File: config.mk
export PLATFORM = sky130hd
export DESIGN_NAME = rsa_west_feeder
export DESIGN_NICKNAME = d
export VERILOG_FILES = /design/src/rtl/rsa_west_feeder.sv
export SDC_FILE = /design/constraint.sdc
export NUM_CORES = 1
export LEC_CHECK = 0
export CORE_MARGIN = 4
export CORE_UTILIZATION = 25
export DETAILED_ROUTE_END_ITERATION = 10
export GPL_TIMING_DRIVEN = 0
export PLACE_DENSITY_LB_ADDON = 0.3
export SETUP_SLACK_MARGIN = 0.5
export SLEW_MARGIN = 20
export SYNTH_ARGS = -nofsm -noshare
export SYNTH_HDL_FRONTEND = slang
export SYNTH_SLANG_ARGS = --single-unit
File: constraint.sdc
create_clock -name clk -period 5.2 [get_ports clk]
set_input_delay 1.04 -clock clk [delete_from_list [all_inputs] [get_ports clk]]
set_output_delay 1.04 -clock clk [all_outputs]
set_load 0.03 [all_outputs]
File: src/rtl/rsa_west_feeder.sv
// rsa_west_feeder: buffers X operand rows of N elements and streams them skewed into a systolic array's west edge
module rsa_west_feeder #(
  parameter int X      = 3,
  parameter int N      = 4,
  parameter int IN_LEN = 8
) (
  input  logic                clk,
  input  logic                sys_rst_n,
  input  logic [IN_LEN-1:0]   wr_data,
  input  logic [X:1]          wr_en,
  input  logic                start,
  output logic [X*IN_LEN-1:0] west_out,
  output logic [X:1]          west_val,
  output logic                load_full,
  output logic                busy,
  output logic                done
);
  localparam int PW   = $clog2(N + 1);
  localparam int AW   = N > 1 ? $clog2(N) : 1;
  localparam int TW   = $clog2(N + X);
  localparam int LAST = N + X - 2;
  typedef enum logic [1:0] {LOAD, STREAM, FIN} state_t;
  state_t              state_q, state_d;
  logic [TW-1:0]       t_q, t_d;
  logic [PW-1:0]       ptr_q [X];
  logic [IN_LEN-1:0]   mem_q [X][N];
  logic [X*IN_LEN-1:0] out_d;
  logic [X:1]          val_d, full, we;
  int                  k;
  always_comb begin
    for (int r = 0; r < X; r++) begin
      full[r+1] = ptr_q[r] == PW'(N);
      we[r+1]   = state_q == LOAD && wr_en[r+1] && !full[r+1];
    end
  end
  assign load_full = &full;
  assign busy      = state_q == STREAM;
  assign done      = state_q == FIN;
  always_ff @(posedge clk) begin
    state_q <= !sys_rst_n ? LOAD : state_d;
    t_q     <= !sys_rst_n ? '0 : t_d;
  end
  always_comb begin
    state_d = state_q == LOAD   ? (start && load_full ? STREAM : LOAD) :
              state_q == STREAM ? (t_q == TW'(LAST) ? FIN : STREAM) : LOAD;
    t_d     = state_q == STREAM && t_q != TW'(LAST) ? t_q + 1'b1 : '0;
  end
  // Outputs are computed from next state so row 1 element 0 shows right after the accepting edge.
  always_comb begin
    out_d = '0;
    val_d = '0;
    k     = 0;
    for (int r = 0; r < X; r++) begin
      k          = int'(t_d) - r;
      val_d[r+1] = state_d == STREAM && k >= 0 && k < N;
      out_d[r*IN_LEN +: IN_LEN] = val_d[r+1] ? mem_q[r][AW'(k)] : '0;
    end
  end
  always_ff @(posedge clk) begin
    west_out <= !sys_rst_n ? '0 : out_d;
    west_val <= !sys_rst_n ? '0 : val_d;
  end
  always_ff @(posedge clk) begin
    for (int r = 0; r < X; r++) begin
      if (!sys_rst_n || state_q == FIN) ptr_q[r] <= '0;
      else if (we[r+1]) ptr_q[r] <= ptr_q[r] + 1'b1;
    end
  end
  always_ff @(posedge clk) begin
    for (int r = 0; r < X; r++)
      if (we[r+1]) mem_q[r][ptr_q[r][AW-1:0]] <= wr_data;
  end
endmodule

==> impl_metrics.toml <==
[run_status]
outcome = "complete, no violations"

[sta]
hold_viol_final = 0
setup_violations = 0
worstMarginPinSlew_ns = 0.973
max_freq_mhz = 312
finalSetupTns_ns = 0
slew_headroom_pct = 35.0
finalCritPeriodShare_pct = 61.7
slew_viol_final = 0
min_period_ns = 3.21
timing.final.ws_setup_ns = 1.99
clock_skew_ns = 0.0132
rsz0062_at_grt = "false"

[worst_setup_path]
worst_setup_path_end_kind = "output pin"
critPathKind = "reg2out"
max_stage_delay_ns = 0.72
r2r_slack_ns = 2.08
worstSetupStartpointType = "flop"
worst_r2r_path_depth = 9
crit_path_top_delay_cell = "clkdlybuf4s50_1"
cp.required_ns = 4.16
r2r-start = "t_q[0]$_SDFF_PN0_"
crit_fanout = 4
arrival_ns = 2.17
path_cells = "inv_1, ha_1, nand2_1, nor3_1, clkdlybuf4s50_1"
setup.worst_path.start = "ptr_q[0][0]$_SDFFCE_PN0P_"
worstReg2RegEnd = "west_out[8]$_SDFF_PN0_"

[synthesis]
synth-seq-cells = 137
ys.warnings.count = 0
synthXorXnorAreaFrac_pct = 0.830
synth-seq-area-share_pct = 71.9
synthSimpleGateAreaFrac_pct = 10.1
synthArstFlopShare_pct = 0
ys.flop_type = "edfxtp_1"
syn_area_per_cell_um2 = 15.6
syn_nets = 368
synth_compound_area_share_pct = 6.31
synth.distinct_cells = 40
netlist_area_um2 = 5270
synth_top_family_by_area = "simple AND/OR/NAND/NOR gates"
synth_edf_count = 105
synth.area.mux_share_pct = 5.31
synthCells = 339
synth_fa_ha_area_share_pct = 3.56

[cts]
clock_latency_ns = 0.42
cts_max_level = 4
clkTransAtPathRegs_ns = 0.06
ctsResizeCount = 0
postCtsSetupRepairBufs = 0
cts_root_buffer = "clkbuf_16"
tritoncts = "yes"
cts_sinks = 137
cts_buffers = 17
hold_buffers = 0
cts_buffer_depth = 2

[drt]
totalWireLength_um = 10600
drt-vias-per-instance = 4.27
wl_per_cell_um = 15.6
drtAntennaViolNets = 0
dr.pass1.iters = 4
vias = 2918
drc = 0
drtIter0Drc = 159

[cells_and_area]
layout_commonest_cell = "edfxtp_1"
drive_above_1_share_pct = 13.3
area_delta_synth_final_pct = 26.5
layoutNonFillerInstCount = 683
fin_nets = 429
layout_common_cells = "105 x edfxtp_1, 42 x clkdlybuf4s50_1, 32 x dfxtp_1, 25 x nand2_1, 21 x and2_1"
fillers = 1983
n_antenna_cell = 0
seqCellArea_um2 = 3790
multiInputGateArea_um2 = 1380

[die]
start_util_pct = 25.7
die_h_um = 153
dieArea_um2 = 23500
pin_count = 44
die_w_um = 153
rows = 52
core_area_um2 = 20500

[global_routing]
grt_pass1_wl_um = 16600
first_global_vias = 3044
grt_antenna_before_repair = 0
grt_max_degree = 17
grt_usage_pct = 9.48
gr-total-overflow = 0

[power_and_ir_drop]
p_per_area_nw_per_um2 = 391
fin_total_pwr_mw = 2.61
p_leak_nw = 2.32
ir_worst_vdd_mv = 0.169

[placed_design]
pre_cts_ws_ns = 2.06
hpwlAfterDp_um = 7280
port_buffers = 42
dp.cells = 651
gp_congestion = 0.708

[worst_hold_path]
hold_path_depth = 2
hold_class = "reg2reg"
min-delay-start = "mem_q[0][69]$_DFFE_PP_"
hold_end = "west_out[21]$_SDFF_PN0_"

[flow_run]
cap_viol_max_count = 0
==> critical path, delay by kind of cell, from the launching register on <==
kind | cells | cell delay [ns]
adders and majority gates | 1 | 0.17
buffers and inverters | 2 | 0.83
DFF | 1 | 0.43
and+or+nand+nor | 2 | 0.32
==> power breakdown <==
part           switching, mW  internal [mW]  leakage (nW)  total [mW]
registers             0.0136           1.23          1.23        1.24
logic                 0.0567         0.0319         0.765      0.0886
clock network          0.439          0.838         0.316        1.28
total                  0.510           2.10          2.32        2.61
==> worst max path at each step <==
stage / slack, ns / depth (start not counted) / endpoint
floorplan: 2.63 / 8 / west_out[10]$_SDFF_PN0_
CTS: 1.95 / 5 / load_full
global route: 1.82 / 5 / load_full
finish: 1.99 / 5 / load_full
global placement: 2.09 / 8 / west_out[9]$_SDFF_PN0_
detailed placement: 2.06 / 8 / west_out[8]$_SDFF_PN0_
==> cells by family after synthesis <==
logic type / Yosys count
fa+ha+maj: 15
flops: 137
compound gates: 44
simple gates: 97
buf+inv: 24
xor+xnor: 5
mux: 17
==> per-layer routing <==
metal	vias up	track usage, %	share of wire, %
met3	11	4.04	5.9
li1	1388	-	-
met1	1441	11.4	45
met4	0	3.56	1.2
met5	-	0	0
met2	78	15.1	48
==> per-stage QoR <==
step / area, µm² / utilization, % / hold WS [ns]
floorplan: 5270 / - / 0.504
global route: 6670 / 32.5 / 0.576
CTS: 6670 / 32.5 / 0.545
finish: 6670 / 32.5 / 0.540
global placement: 6030 / 29.4 / 0.545
detailed placement: 6030 / 29.4 / 0.536
==> cell usage after synthesis (3+ instances only) <==
master    count  share of area, %
edfxtp_1    105                60
and2_1       21               2.5
nor2_1       11              0.78
nor3_1        3              0.28
a311oi_1      8               1.3
mux4_2        8               3.4
o31ai_1       8               1.1
clkbuf_1      8              0.57
mux2_2        8               1.7
a211oi_1     16               2.3
inv_1        11              0.78
dfxtp_1      32                12
xnor2_1       3              0.50
ha_1         15               3.6
nand2_1      25               1.8
nor2b_1       8              0.95
o22ai_1       8              0.95
and3_1        6              0.71
nand2b_1     11               1.3
==> state kept, by name (all words and copies together) (netlist names) <==
register and count:
state_q 2, west_out 24, west_val 3, ptr_q 9
t_q 3, mem_q 96
==> area by class of cell <==
class / count / area share [%]
sequential: 137 / 56.9
multi-input combinational: 178 / 20.6
clock buffer: 20 / 7.00
timing repair buffer: 42 / 6.30
tap: 270 / 5.07
clock inverter: 12 / 2.55
buffer: 12 / 0.863
inverter: 12 / 0.694
(Power assumes the default switching activity.)
==> RTL edit 1: new RTL, same flow settings <==
`N`: 4 -> 16.
--- a/src/rtl/rsa_west_feeder.sv
+++ b/src/rtl/rsa_west_feeder.sv
@@ -1,7 +1,7 @@
 // rsa_west_feeder: buffers X operand rows of N elements and streams them skewed into a systolic array's west edge
 module rsa_west_feeder #(
   parameter int X      = 3,
-  parameter int N      = 4,
+  parameter int N      = 16,
   parameter int IN_LEN = 8
 ) (
   input  logic                clk,
Behaviour: not the same (Yosys sat finds a counterexample within 10 cycles, from zero or initial values and one cycle with sys_rst_n low).
==> RTL edit 1 against the original RTL <==
Global-route usage up 1.8 points. Setup slack lost 1.1 ns. Fmax is 26% lower. Final area grew to 3.0 times the old value. Routed wire length grew to 3.9 times the old value. Power grew to 2.8 times the old value. Sequential cell count is 296 higher. Area after synthesis grew to 3.2 times the old value. Critical path type is now reg2reg. Largest cell class unchanged.
==> RTL edit 1: results (changes against the original RTL) <==
status: "finished clean"
place_area_mm2: 0.0188  # +210%
cp_slowest_stage_delay_ns: 0.55  # -0.17 ns
synth_xor_xnor_area_share_pct: 0.914  # +0.083 points
wl_met2_um: 18700  # +260%
clock_latency_ns: 0.57  # +0.15 ns
synthTopCellsByCount: "edfxtp_1 (399), mux4_2 (70), nor2_1 (55)"
synth_mux_area_share_pct: 12.2  # +6.9 points
grt_pass1_vias: 9200  # +200%
ys_seq_area_share_pct: 74.0  # +2.0 points
top_layer: "met4"
portBuffers: 43  # +2.4%
synthesis.nets: 971  # +160%
grt_pass1_wl_um: 61800  # +270%
min_path_type: "reg2reg"
wl_per_cell_um: 21.4  # +37%
synth_area_leaders: "edfxtp_1 (70%), mux4_2 (9.2%), dfxtp_1 (4.0%)"
setup_viol: 0  # unchanged
first_pass_iters: 5  # +1
vias: 8899  # +200%
slowest_stage: "clkbuf_1"
path_max_fanout: 11  # +7
yosys_warnings: 0  # unchanged
dp_hpwl_um: 27900  # +280%
syn_to_final_growth_pct: 18.4
gp_congestion: 0.820  # +16%
drive_above_1_share_pct: 18.0  # +4.7 points
wl_met3_um: 2430  # +290%
cts_made_buffers: 46  # +29
drt_wl_total_um: 41600  # +290%
fin_skew_ns: 0.0255  # +0.0123 ns
use_met2_pct: 17.3  # +2.2 points
post_cts_buffers: 0  # unchanged
dp_slack_ns: 0.622  # -1.43 ns
n_antenna_cell: 0  # unchanged
fillers: 6623  # +230%
grt_max_degree: 37  # +20
peakVddDrop_v: 0.000243  # +43%
nNetsFinal: 1070  # +150%
placed_cells: 1865  # +190%
cp.arrival_ns: 4.73  # +2.56 ns
slew_headroom_pct: 19.7  # -15 points
cts_max_path_buffers: 3  # +1
clkSlewWorstSetupHoldPaths_ns: 0.06  # about the same
synth_edf_count: 399  # +280%
met1_usage_pct: 16.0  # +4.6 points
grtUsageMet3_pct: 2.65  # -1.4 points
synth-adder-area-share_pct: 1.17  # -2.4 points
h-tree-depth: 2  # -2
track_usage_pct: 11.3  # +1.8 points
drtIter0Drc: 693  # +340%
syn_inst: 941  # +180%
largest_reg_flops: 384  # +300%
power_leakage_nw: 6.28  # +170%
yosysUniqueCellTypes: 62  # +55%
synth_compound_area_share_pct: 4.24  # -2.1 points
drt-met1-wl_um: 19500  # +310%
[RTL edit 1: cell types whose count changed in the layout (fill, tap and decap cells not counted), moves of 9 or more]
cell / unedited run / this run
nor3_1: 3 / 15
clkbuf_1: 8 / 34
nand2_1: 25 / 34
buf_2: 1 / 18
nor3_2: 0 / 9
edfxtp_1: 105 / 399
nor2_1: 11 / 55
clkbuf_16: 17 / 48
a21oi_1: 0 / 15
mux4_2: 8 / 70
clkinv_1: 0 / 10
mux2i_1: 1 / 41
o21ai_0: 0 / 20
nand3_1: 1 / 18
[RTL edit 1: cell families (layout without fill, tap and decap cells)]
family	after synthesis	after routing
AOI/OAI and AO/OA	105	105
xor gates and xnor gates	17	17
adders and majority gates	16	16
buffers and inverters	62	194
DFF	433	433
muxes	118	118
and+or+nand+nor	190	190
[RTL edit 1: power by group]
part	internal (mW)	total, mW	switching (mW)
registers	3.87	3.89	0.0189
logic	0.0577	0.214	0.157
clock network	1.80	3.12	1.33
total	5.73	7.23	1.50
[RTL edit 1: cell type report]
class                      count  share of cell area (%)
buffer                        45                    1.16
sequential                   433                    62.5
clock inverter                23                   0.883
multi-input combinational    446                    20.7
tap                          873                    5.39
inverter                      17                   0.327
clock buffer                  58                    6.16
timing repair buffer          51                    2.87
[RTL edit 1: final timing paths]
kind	startpoint	end	slack, ns	cells after the start
setup / recovery	t_q[1]$_SDFF_PN0_	west_out[9]$_SDFF_PN0_	0.88	11
hold / removal	ptr_q[1][4]$_SDFFCE_PN0P_	ptr_q[1][4]$_SDFFCE_PN0P_	0.63	2
hold reg to reg	ptr_q[1][4]$_SDFFCE_PN0P_	ptr_q[1][4]$_SDFFCE_PN0P_	0.63	2
setup reg to reg	t_q[1]$_SDFF_PN0_	west_out[9]$_SDFF_PN0_	0.88	11
==> RTL edit 2: new RTL, same flow settings <==
Without the edit above. Encoding of `state_t`: now one-hot (3 bits for 3 states).
--- a/src/rtl/rsa_west_feeder.sv
+++ b/src/rtl/rsa_west_feeder.sv
@@ -19,7 +19,7 @@
   localparam int AW   = N > 1 ? $clog2(N) : 1;
   localparam int TW   = $clog2(N + X);
   localparam int LAST = N + X - 2;
-  typedef enum logic [1:0] {LOAD, STREAM, FIN} state_t;
+  typedef enum logic [2:0] {LOAD = 3'b001, STREAM = 3'b010, FIN = 3'b100} state_t;
   state_t              state_q, state_d;
   logic [TW-1:0]       t_q, t_d;
   logic [PW-1:0]       ptr_q [X];
Behaviour: no difference found for any inputs over 10 cycles, from zero or initial values and one cycle with sys_rst_n low; not proved beyond that.
==> RTL edit 2 against the original RTL <==
Non-clock buffer count did not move. Via count fell by 4.9%. Area after synthesis rose by 0.28%. Final area rose by 0.17%. Critical path depth did not move. Power fell by 0.56%. Highest routed layer unchanged. Sequential cell count rose by 1. Register-to-register slack improved by 0.27 ns. Core utilization rose by 0.055 points. Setup slack got worse by 0.0070 ns. Worst hold slack got worse by 0.020 ns. Routed wire length rose by 3.7%.
==> RTL edit 2: results (changes against the original RTL) <==
grt_pass1_vias: 2945  # -3.3%
root_buffer: "clkbuf_16"
largest_reg_flops: 96  # unchanged
gp_congestion: 0.736  # +3.8%
seq_power_share_pct: 48.1  # +0.5 points
drt-met1-wl_um: 4640  # -2.5%
rrSetupSlack_ns: 2.35  # +0.27 ns
switchingPower_uw: 525  # +3.1%
cts_max_path_buffers: 2  # unchanged
status: "finished clean"
power_leakage_nw: 2.30  # -0.76%
synth-adder-area-share_pct: 3.55  # -0.010 points
grt.busiest_layer: "met2"
drtIter0Drc: 220  # +38%
fillers: 1983  # unchanged
placed_cells: 626  # -3.8%
met1_usage_pct: 11.9  # +0.45 points
timing.rr.start: "t_q[0]$_SDFF_PN0_"
min_from: "mem_q[0][73]$_DFFE_PP_"
wl_met3_um: 575  # -8.7%
drt_wl_total_um: 11000  # +3.7%
synth_compound_area_share_pct: 6.22  # -0.089 points
grtUsageMet3_pct: 3.39  # -0.65 points
antenna_found_initial: 0  # unchanged
clock_latency_ns: 0.42  # about the same
portBuffers: 43  # +2.4%
fin_skew_ns: 0.00910  # -0.00407 ns
vias: 2774  # -4.9%
wl_met2_um: 5670  # +11%
nNetsFinal: 404  # -5.8%
post_cts_buffers: 0  # unchanged
top_layer: "met4"
synth_xor_xnor_area_share_pct: 0.994  # +0.16 points
grt_pass1_wl_um: 17200  # +3.4%
ys_seq_area_share_pct: 72.1  # +0.17 points
clkSlewWorstSetupHoldPaths_ns: 0.06  # about the same
wl_per_cell_um: 16.8  # +7.7%
peakVddDrop_v: 0.000148  # -13%
synthArstFlopShare_pct: 0  # unchanged
yosysUniqueCellTypes: 40  # unchanged
synthTopCellsByCount: "edfxtp_1 (105), dfxtp_1 (33), and2_1 (22)"
synthesis.nets: 342  # -7.1%
use_met2_pct: 16.3  # +1.2 points
synth_area_leaders: "edfxtp_1 (60%), dfxtp_1 (12%), mux4_1 (4.0%)"
reg2reg_to: "west_out[15]$_SDFF_PN0_"
min_path_cells: 2  # unchanged
h-tree-depth: 4  # unchanged
synth_mux_area_share_pct: 7.17  # +1.9 points
pwr-share-clk_pct: 48.5  # -0.5 points
dp_hpwl_um: 7220  # -0.87%
synth_edf_count: 105  # unchanged
grt_max_degree: 17  # unchanged
synth.avg_cell_area_um2: 16.9  # +8.6%
track_usage_pct: 9.79  # +0.31 points
synth_flop_cell: "edfxtp_1"
r2r_cells: 7  # -2
drive_above_1_share_pct: 16.8  # +3.4 points
min_to: "west_out[17]$_SDFF_PN0_"
slew_headroom_pct: 53.6  # +19 points
==> RTL edit 2: worst max-delay path, stage by stage (launching register included) <==
cell and delay, ns:
edfxtp_1 0.44, inv_1 0.11, ha_1 0.17, nand2_1 0.09, nor3_1 0.22, clkdlybuf4s50_1 0.72
==> RTL edit 2: cell type report <==
type	count	share of cell area [%]
Tap cell	270	5.06
Clock inverter	15	2.96
Clock buffer	17	6.37
Timing Repair Buffer	43	6.44
Sequential cell	138	57.1
Multi-Input combinational cell	155	20.7
Buffer	11	0.899
Inverter	9	0.506
==> RTL edit 2: metrics by stage <==
| stage | hold WS [ns] | util (%) | setup slack (ns) | instance area [um^2] | power, mW |
|---|---|---|---|---|---|
| CTS | 0.531 | 32.6 | 1.93 | 6680 | 2.62 |
| global route | 0.544 | 32.6 | 1.83 | 6680 | 2.68 |
| detailed placement | 0.517 | 29.6 | 2.29 | 6060 | 1.36 |
| floorplan | 0.475 | - | 2.67 | 5290 | 1.31 |
| global placement | 0.509 | 29.6 | 2.29 | 6060 | 1.36 |
| finish | 0.520 | 32.6 | 1.99 | 6680 | 2.59 |
==> RTL edit 2: worst max path at each step <==
stage / slack (ns) / from / to
global placement: 2.29 / start / west_out[6]$_SDFF_PN0_
CTS: 1.93 / ptr_q[0][0]$_SDFFCE_PN0P_ / load_full
finish: 1.99 / ptr_q[0][0]$_SDFFCE_PN0P_ / load_full
global route: 1.83 / ptr_q[0][0]$_SDFFCE_PN0P_ / load_full
detailed placement: 2.29 / start / west_out[5]$_SDFF_PN0_
floorplan: 2.67 / t_q[0]$_SDFF_PN0_ / west_out[10]$_SDFF_PN0_
